**config.mk**
```make
export PLATFORM = sky130hd
export DESIGN_NAME = powergate_switch_ack_emu
export DESIGN_NICKNAME = d
export VERILOG_FILES = /design/src/rtl/powergate_switch_ack_emu.sv
export SDC_FILE = /design/constraint.sdc
export NUM_CORES = 1
export LEC_CHECK = 0
export CAP_MARGIN = 20
export CELL_PAD_IN_SITES_DETAIL_PLACEMENT = 1
export CELL_PAD_IN_SITES_GLOBAL_PLACEMENT = 1
export CORE_MARGIN = 2
export CORE_UTILIZATION = 25
export CTS_CLUSTER_DIAMETER = 30
export DETAILED_ROUTE_END_ITERATION = 6
export GPL_TIMING_DRIVEN = 1
export PLACE_DENSITY = 0.51
export SLEW_MARGIN = 20
export SYNTH_ARGS = -nofsm -noshare
export SYNTH_HDL_FRONTEND = slang
export SYNTH_SLANG_ARGS = --single-unit
```
**constraint.sdc**
```tcl
create_clock -name clk_i -period 4.4 [get_ports clk_i]
set_input_delay 0.88 -clock clk_i [delete_from_list [all_inputs] [get_ports clk_i]]
set_output_delay 0.88 -clock clk_i [all_outputs]
set_load 0.03 [all_outputs]
```
**src/rtl/powergate_switch_ack_emu.sv**
```systemverilog
// Power-switch ack emulator: per-domain request/ack handshake with ramp latency and inrush cap.
// Optional latency jitter when POWERGATE_ACK_JITTER_EN is defined.

module powergate_switch_ack_lane #(
  parameter int   CW        = 4,
  parameter logic RESET_ACK = 1'b0
) (
  input  logic          i_clk,
  input  logic          i_rst,
  input  logic          i_req,
  input  logic          i_grant,
  input  logic [CW-1:0] i_load,
  output logic          o_ack,
  output logic          o_busy,
  output logic          o_evt,
  output logic          o_cand,
  output logic          o_ramp
);
  typedef enum logic [1:0] {S_IDLE, S_WAIT, S_RAMP} state_t;

  state_t        r_state, w_state_nx;
  logic [CW-1:0] r_cnt, w_cnt_nx;
  logic          r_ack, w_ack_nx;
  logic          r_evt, w_evt_nx;
  logic          w_mis;

  assign w_mis = i_req ^ r_ack;

  always_ff @(posedge i_clk) begin
    if (i_rst) begin
      r_state <= S_IDLE;
      r_cnt   <= '0;
      r_ack   <= RESET_ACK;
      r_evt   <= 1'b0;
    end else begin
      r_state <= w_state_nx;
      r_cnt   <= w_cnt_nx;
      r_ack   <= w_ack_nx;
      r_evt   <= w_evt_nx;
    end
  end

  always_comb begin
    w_state_nx = r_state;
    w_cnt_nx   = r_cnt;
    w_ack_nx   = r_ack;
    w_evt_nx   = 1'b0;
    case (r_state)
      S_RAMP: begin
        // Request withdrawn mid-ramp aborts silently; ack keeps its old level.
        if (!w_mis) begin
          w_state_nx = S_IDLE;
        end else if (r_cnt == '0) begin
          w_ack_nx   = ~r_ack;
          w_evt_nx   = 1'b1;
          w_state_nx = S_IDLE;
        end else begin
          w_cnt_nx = r_cnt - 1'b1;
        end
      end
      default: begin
        if (!w_mis) begin
          w_state_nx = S_IDLE;
        end else if (i_grant) begin
          w_state_nx = S_RAMP;
          w_cnt_nx   = i_load;
        end else begin
          w_state_nx = S_WAIT;
        end
      end
    endcase
  end

  always_comb begin
    o_ack  = r_ack;
    o_evt  = r_evt;
    o_busy = (r_state != S_IDLE);
    o_ramp = (r_state == S_RAMP);
    o_cand = (r_state != S_RAMP) && w_mis;
  end
endmodule

module powergate_switch_ack_emu #(
  parameter int                   N_DOMAINS  = 4,
  parameter int                   LATENCY    = 15,
  parameter int                   MAX_ACTIVE = 1,
  parameter logic [N_DOMAINS-1:0] RESET_ACK  = '0,
  parameter int                   JITTER_W   = 2
) (
  input  logic                 clk_i,
  input  logic                 rst_i,
  input  logic [N_DOMAINS-1:0] switch_i,
  output logic [N_DOMAINS-1:0] switch_ack_o,
  output logic [N_DOMAINS-1:0] busy_o,
  output logic [N_DOMAINS-1:0] ack_evt_o
);
`ifdef POWERGATE_ACK_JITTER_EN
  localparam int CW = $clog2(LATENCY + 2**JITTER_W);
  logic [15:0]   r_lfsr;
  logic [CW-1:0] w_load;

  always_ff @(posedge clk_i) begin
    if (rst_i) r_lfsr <= 16'hACE1;
    else       r_lfsr <= {r_lfsr[14:0], r_lfsr[15] ^ r_lfsr[13] ^ r_lfsr[12] ^ r_lfsr[10]};
  end

  assign w_load = CW'(LATENCY - 1) + CW'(r_lfsr[JITTER_W-1:0]);
`else
  localparam int CW = $clog2(LATENCY + 1);
  logic [CW-1:0] w_load;

  assign w_load = CW'(LATENCY - 1);
`endif

  logic [N_DOMAINS-1:0] w_grant, w_cand, w_ramp;

  // Slots are counted from the current state, so a slot freed on an edge is granted next cycle.
  always_comb begin
    int nr;
    int g;
    nr      = 0;
    g       = 0;
    w_grant = '0;
    for (int i = 0; i < N_DOMAINS; i++)
      if (w_ramp[i]) nr++;
    for (int i = 0; i < N_DOMAINS; i++) begin
      if (w_cand[i] && (g < MAX_ACTIVE - nr)) begin
        w_grant[i] = 1'b1;
        g++;
      end
    end
  end

  for (genvar gi = 0; gi < N_DOMAINS; gi++) begin : g_lane
    powergate_switch_ack_lane #(
      .CW        (CW),
      .RESET_ACK (RESET_ACK[gi])
    ) u_lane (
      .i_clk   (clk_i),
      .i_rst   (rst_i),
      .i_req   (switch_i[gi]),
      .i_grant (w_grant[gi]),
      .i_load  (w_load),
      .o_ack   (switch_ack_o[gi]),
      .o_busy  (busy_o[gi]),
      .o_evt   (ack_evt_o[gi]),
      .o_cand  (w_cand[gi]),
      .o_ramp  (w_ramp[gi])
    );
  end
endmodule

```
Word-level counts from Yosys, hierarchy flattened. Index checks and enable logic that the tools add are counted.

Flip-flop bits (word level): 32. Input bits: 6.

$lt $le $gt $ge: 4. Eq/ne operators: 16. Add/subtract/negate cells: 10. Bitwise logic cells: 16. Reductions and logical operators: 32. Multiplexer cells: 55.

Operators with widths (count): 32-bit by 2-bit adder with 32-bit output, second input constant (5); 32-bit 2-to-1 mux (5); 32-bit less-than comparator (3); 4-bit 2-to-1 mux (20); 2-bit 2-to-1 mux (20); 1-bit by 32-bit less-than comparator with 1-bit output, first input constant (1); 2-bit by 32-bit subtractor with 32-bit output, first input constant (1); 3-bit AND reduction (8); 4-bit logical NOT (4); 2-bit inequality test, second input constant (8); 2-bit nonzero test (8); 4-bit by 1-bit subtractor with 4-bit output, second input constant (4); 3-bit inequality test, second input constant (4); 1-bit inverter (12); 3-bit OR reduction (4); 1-bit 2-to-1 mux (10); 2-bit equality test, second input constant (4); 1-bit logical AND (8); 1-bit bitwise XOR (4).

Logic depth before layout (Yosys ltp).
Depth in word-level cells: 24. Mapped depth: 25.

Modules after synthesis. Synthesis repeated with hierarchy kept, for this count alone.

Cell total of the unflattened synthesis: 245. Area, all modules: 2170.8 µm².

Modules (own cells, without submodules): powergate_switch_ack_lane (instances 4, area each 445.4 µm², cells an instance 49, sequential area each 160.2 µm²); powergate_switch_ack_emu (instances 1, area each 389.1 µm², cells an instance 49, sequential area each 0.0 µm²).

Least setup slack after synthesis. Ideal clock, no wire load.

Kind: register to register. Start: reg g_lane[0].u_lane.r_state[1]. End: reg g_lane[3].u_lane.r_state[1]. Stages on the path, launching flop included: 23. Slack: -215 ps. Setup time: 58 ps. Data required time: 4342 ps. Arrival: 4557 ps. Path through: dfxtp_1 nor2b_1 buf_2 maj3_1 ha_1 mux2i_1 ha_1 ha_1 nor2_1 nand3_1 o2111a_1 ha_1 ha_1 o21a_1 o21ai_1 nand3_1 mux2i_1 ha_1 a41oi_1 o21ai_0 a41oi_2 nor3b_4 a21o_1.

Word-level cells in the longest chain between the ends: 24. Elaborated cells on any way between the ends: 28. Those cells by class: add/sub (6); order compare (4); eq/ne (2); mux (11); reduce/logical (5).

Ends and longest elaborated chain: start: declaration (line 21) `state_t r_state, w_state_nx;`; start signal: assignment (line 36) `r_state <= w_state_nx;`; 2-bit equality test (line 78) `o_ramp = (r_state == S_RAMP);`; 1-bit 2-to-1 mux (line 125) `if (w_ramp[i]) nr++;`; 32-bit by 2-bit adder with 32-bit output (line 125); 32-bit 2-to-1 mux (line 125); 32-bit by 2-bit adder with 32-bit output (line 125); 32-bit 2-to-1 mux (line 125); 32-bit by 2-bit adder with 32-bit output (line 125); 32-bit 2-to-1 mux (line 125); [8 not listed]; 1-bit logical AND (line 127) `if (w_cand[i] && (g < MAX_ACTIVE - nr)) begin`; 32-bit 2-to-1 mux (line 127); 32-bit less-than comparator (*) (line 127); 1-bit logical AND (*) (line 127); 1-bit 2-to-1 mux (*) (line 127); 2-bit 2-to-1 mux (*) (line 64) `end else if (i_grant) begin`; 2-bit 2-to-1 mux (*) (line 62) `if (!w_mis) begin`; 2-bit 2-to-1 mux (*) (line 48) `case (r_state)`; end signal: assignment (line 36); end: declaration (line 21).

Mark *: on every way between the ends. The rest lies on a longest branch, timed or not. A chain may end at the register's enable or synchronous reset.

Worst setup path in the final report.
Start: reg g_lane[2].u_lane.r_state[1]. End: reg g_lane[3].u_lane.r_state[1].

Word-level cells in the longest chain between the ends: 20. Elaborated cells on any way between the ends: 24. Those cells by class: add/sub (4); order compare (4); eq/ne (2); mux (9); reduce/logical (5).

Ends and longest elaborated chain (line): start: declaration (21); start signal: assignment (36); 2-bit equality test (78); 32-bit 2-to-1 mux (125); 32-bit by 2-bit adder with 32-bit output (125); 32-bit 2-to-1 mux (125); 2-bit by 32-bit subtractor with 32-bit output (127); 1-bit by 32-bit less-than comparator with 1-bit output (127); 1-bit logical AND (127); 1-bit 2-to-1 mux (127); [4 not listed]; 1-bit logical AND (127); 32-bit 2-to-1 mux (127); 32-bit less-than comparator (*) (127); 1-bit logical AND (*) (127); 1-bit 2-to-1 mux (*) (127); 2-bit 2-to-1 mux (*) (64); 2-bit 2-to-1 mux (*) (62); 2-bit 2-to-1 mux (*) (48).

Marks and branches as above.

==> flow_metrics.env <==
export IMPL_leakage_nw=1.009
export IMPL_global_route_wire_length_before_repair_um=8017
export IMPL_gr_total_overflow=0
export IMPL_initial_cell_density_of_the_core_pct=25.98
export IMPL_vdd_ir_drop_max_v=0.0001399
export IMPL_area_growth_synth_to_final_pct=29.39
export IMPL_worstPathRequired_ns=4.62
export IMPL_maxCapViolations=0
export IMPL_postSynthRegisterBits=32
export IMPL_ant_nets=0
export IMPL_final_setup_viol_count=0
export IMPL_post_dp_hpwl_um=3565
export IMPL_antennaDiodeCount=0
export IMPL_hold_buffers=0
export IMPL_fin_worst_hold_slack_ns=0.4987
export IMPL_rsz0062_at_grt="true"
export IMPL_seqCellArea_um2=643.1
export IMPL_post_synth_top_area_share_pct=31.74
export IMPL_fin_total_pwr_mw=0.9905
export IMPL_numPortBuffers=17
export IMPL_postPlaceCellArea_um2=2340
export IMPL_synth_edf_count=0
export IMPL_setup_reg_to_reg_worst_slack_ns=0.10
export IMPL_worst_pin_slew_ns=0.8401
export IMPL_timing_hold_worst_path_depth=2
export IMPL_post_synth_top_area_cell="sky130_fd_sc_hd__dfxtp_1"
export IMPL_hold_end="g_lane[1].u_lane.r_cnt[1]"
export IMPL_num_fill_cells=922
export IMPL_synth_yosys_seq_area_share_pct=31.74
export IMPL_worst_path_max_fanout=4
export IMPL_clock_skew_final_ns=0.01341
export IMPL_clk_insertion_delay_late_ns=0.29
export IMPL_drt_wl_cell_um=13.06
export IMPL_drt_first_pass_iters=4
export IMPL_track_usage_pct=11.62
export IMPL_die_width_um=93.85
export IMPL_drt_iter0_markers=58
export IMPL_cts_buffers_inserted=5
export IMPL_place_gp_congestion=0.7839
export IMPL_max_clock_freq_ghz=0.2327
export IMPL_boundaryPins=18
export IMPL_crit_reg_reg_endpoint="g_lane[3].u_lane.r_state[1]"
export IMPL_ys_top_cells_by_count="32 x sky130_fd_sc_hd__dfxtp_1, 30 x sky130_fd_sc_hd__nor2_1, 15 x sky130_fd_sc_hd__nand2_1"
export IMPL_timing_critical_path_from_type="register"
export IMPL_worstSetupEndpointType="register"
export IMPL_tritoncts_clock_tree="built"
export IMPL_synth_most_common_cell="sky130_fd_sc_hd__dfxtp_1"
export IMPL_clock_tree_root_cell="sky130_fd_sc_hd__clkbuf_8"
export IMPL_average_instance_area_after_synthesis_um2=9.050
export IMPL_mappedNetlistNets=240
export IMPL_synthDistinctLibCells=63
export IMPL_placedCellCount=342
export IMPL_multi_input_area_um2=1292
export IMPL_ys_top_cells_by_area="sky130_fd_sc_hd__dfxtp_1 32%, sky130_fd_sc_hd__ha_1 6.8%, sky130_fd_sc_hd__nor2_1 5.6%"
export IMPL_final_min_period_over_clock_period_pct=97.68
export IMPL_antenna_violations_before_repair=0
export IMPL_final_max_slew_viol_count=0
export IMPL_cts_buffer_depth=2
export IMPL_hold_start="g_lane[1].u_lane.r_cnt[1]"
export IMPL_path_class="reg -> reg"
export IMPL_finalCoreUtilization_pct=33.62
export IMPL_pin_count_of_the_biggest_net_entering_global_routing=19
export IMPL_hold_viol_final=0
export IMPL_status="completed"
export IMPL_detail_route_drc_violations=0
export IMPL_yosys_warnings=0
export IMPL_num_rows=32
export IMPL_synth_cells=223
export IMPL_reg2regPathDepth=23
export IMPL_cts_sinks=32
export IMPL_fin_ws_ns=0.1021
export IMPL_vias_in_the_first_global_route=1675
export IMPL_power_per_cell_area_nw_per_um2=379.3
export IMPL_die_area_um2=8808
export IMPL_timing_rr_start="g_lane[2].u_lane.r_state[1]"
export IMPL_cts_max_level=2
export IMPL_height_of_the_chip_um=93.85
export IMPL_design_core_area_um2=7767
export IMPL_layoutNonFillerInstCount=360
export IMPL_nNetsFinal=274
export IMPL_finalInstanceArea_um2=2611
export IMPL_maxSlewHeadroom_pct=43.82
export IMPL_wirelength_um=4702
export IMPL_syn_area_um2=2018
export IMPL_placement_setup_worst_slack_ns=-0.1223
export IMPL_synth_flop_cell="sky130_fd_sc_hd__dfxtp_1"
export IMPL_worstPathArrival_ns=4.52
export IMPL_drive_gt1_share_pct=32.17
export IMPL_min_delay_path_class="reg -> reg"
export IMPL_avgViaCountPerCell=4.472
export IMPL_final_worst_path_period_need_ns=4.298
export IMPL_final_setup_tns_ns=0
export IMPL_clk_transition_reported_paths_ns=0.08
export IMPL_detailroute_via_count=1610
export IMPL_share_of_async_settable_or_async_resettable_flops_after_synthesis_pct=0
[cells by family (layout without fill, tap and decap cells)]
logic type	after synthesis	in the layout	share of synthesized area, %
fa+ha+maj	12	12	7.315
xor+xnor	19	19	10.23
compound gates	39	39	15.81
mux	3	3	1.736
buf+inv	34	69	11.22
simple gates	83	83	21.76
flops	32	32	31.74
other cells	1	1	0.1858
[cell usage in the layout (no fill, tap or decap), drive strengths merged, types with 3 or more instances in the layout]
master and n:
nor2b 3, nand2 16, nand3 4, xor2 4, ha 11, clkdlybuf4s50 17
o21ai 5, nor2 30, xnor2 14, dfxtp 32, nor3 6, and3 3
a21oi 9, inv 14, a311oi 5, clkbuf 7, nor3b 3, or2 4
buf 30, o21a 3, nor4 4, a21o 5
[sequential cells by signal, indices dropped and copies added, names as in the netlist]
name                   flops
g_lane.u_lane.r_cnt       16
g_lane.u_lane.r_state      8
g_lane.u_lane.o_ack        4
g_lane.u_lane.o_evt        4
[worst max-delay path, stage by stage, from the launching register on]
cell	delay [ns]
sky130_fd_sc_hd__dfxtp_1	0.35
sky130_fd_sc_hd__and2b_4	0.19
sky130_fd_sc_hd__maj3_2	0.34
sky130_fd_sc_hd__ha_4	0.26
sky130_fd_sc_hd__mux2i_4	0.15
sky130_fd_sc_hd__ha_2	0.21
sky130_fd_sc_hd__ha_4	0.20
sky130_fd_sc_hd__nor2_4	0.15
sky130_fd_sc_hd__nand2_2	0.10
sky130_fd_sc_hd__o21ai_4	0.18
sky130_fd_sc_hd__a21o_4	0.16
sky130_fd_sc_hd__inv_4	0.04
sky130_fd_sc_hd__ha_4	0.16
sky130_fd_sc_hd__ha_4	0.21
sky130_fd_sc_hd__o21a_1	0.11
sky130_fd_sc_hd__o21ai_2	0.15
sky130_fd_sc_hd__nand3_2	0.11
sky130_fd_sc_hd__mux2i_2	0.17
sky130_fd_sc_hd__ha_2	0.17
sky130_fd_sc_hd__a41oi_2	0.16
sky130_fd_sc_hd__o21ai_2	0.08
sky130_fd_sc_hd__a41oi_2	0.19
sky130_fd_sc_hd__nor3b_4	0.27
sky130_fd_sc_hd__a21o_1	0.13
[cell type report]
cell class,instances,share of cell area (%)
inverters,14,2.108
repair buffers,47,15.29
multi-input cells,157,49.50
clock buffers,7,3.306
clock inverters,1,0.2875
well taps,102,4.887
flip-flops and latches,32,24.63
[worst max-delay path by stage]
stage	startpoint	endpoint	slack, ns	depth (start not counted)
2_1_floorplan	g_lane[1].u_lane.r_state[1]	g_lane[3].u_lane.r_state[1]	0.01	24
3_3_place_gp	g_lane[1].u_lane.r_state[1]	g_lane[3].u_lane.r_state[1]	-0.006	22
4_1_cts	g_lane[1].u_lane.r_state[1]	g_lane[3].u_lane.r_state[1]	0.008	22
5_1_grt	g_lane[1].u_lane.r_state[1]	g_lane[3].u_lane.r_state[1]	-0.13	24
3_5_place_dp	g_lane[2].u_lane.r_state[0]	g_lane[3].u_lane.r_state[1]	-0.12	22
6_report	g_lane[2].u_lane.r_state[1]	g_lane[3].u_lane.r_state[1]	0.10	23
[routing by layer]
metal / GRT usage [%] / up-vias / wire, µm
met5: 0 / - / 0
met4: 3.623 / 0 / 66
met3: 2.729 / 6 / 144
met2: 19.58 / 21 / 2307
met1: 14.64 / 761 / 2183
li1: - / 822 / -
[timing repair]
item                                    in CTS  in global routing
buffers inserted                             6                  4
endpoints found under the setup margin       6                  6
pin swaps                                   12                 10
gates resized for setup                      8                 12
endpoints found under the hold margin        0                  0
[where the power goes]
| group | total [mW] | switching, mW | internal [mW] |
|---|---|---|---|
| Combinational | 0.400 | 0.197 | 0.203 |
| Sequential | 0.347 | 0.0248 | 0.322 |
| Clock | 0.243 | 0.116 | 0.127 |
| Total | 0.991 | 0.338 | 0.652 |
Power figures use the tool's default switching activity.
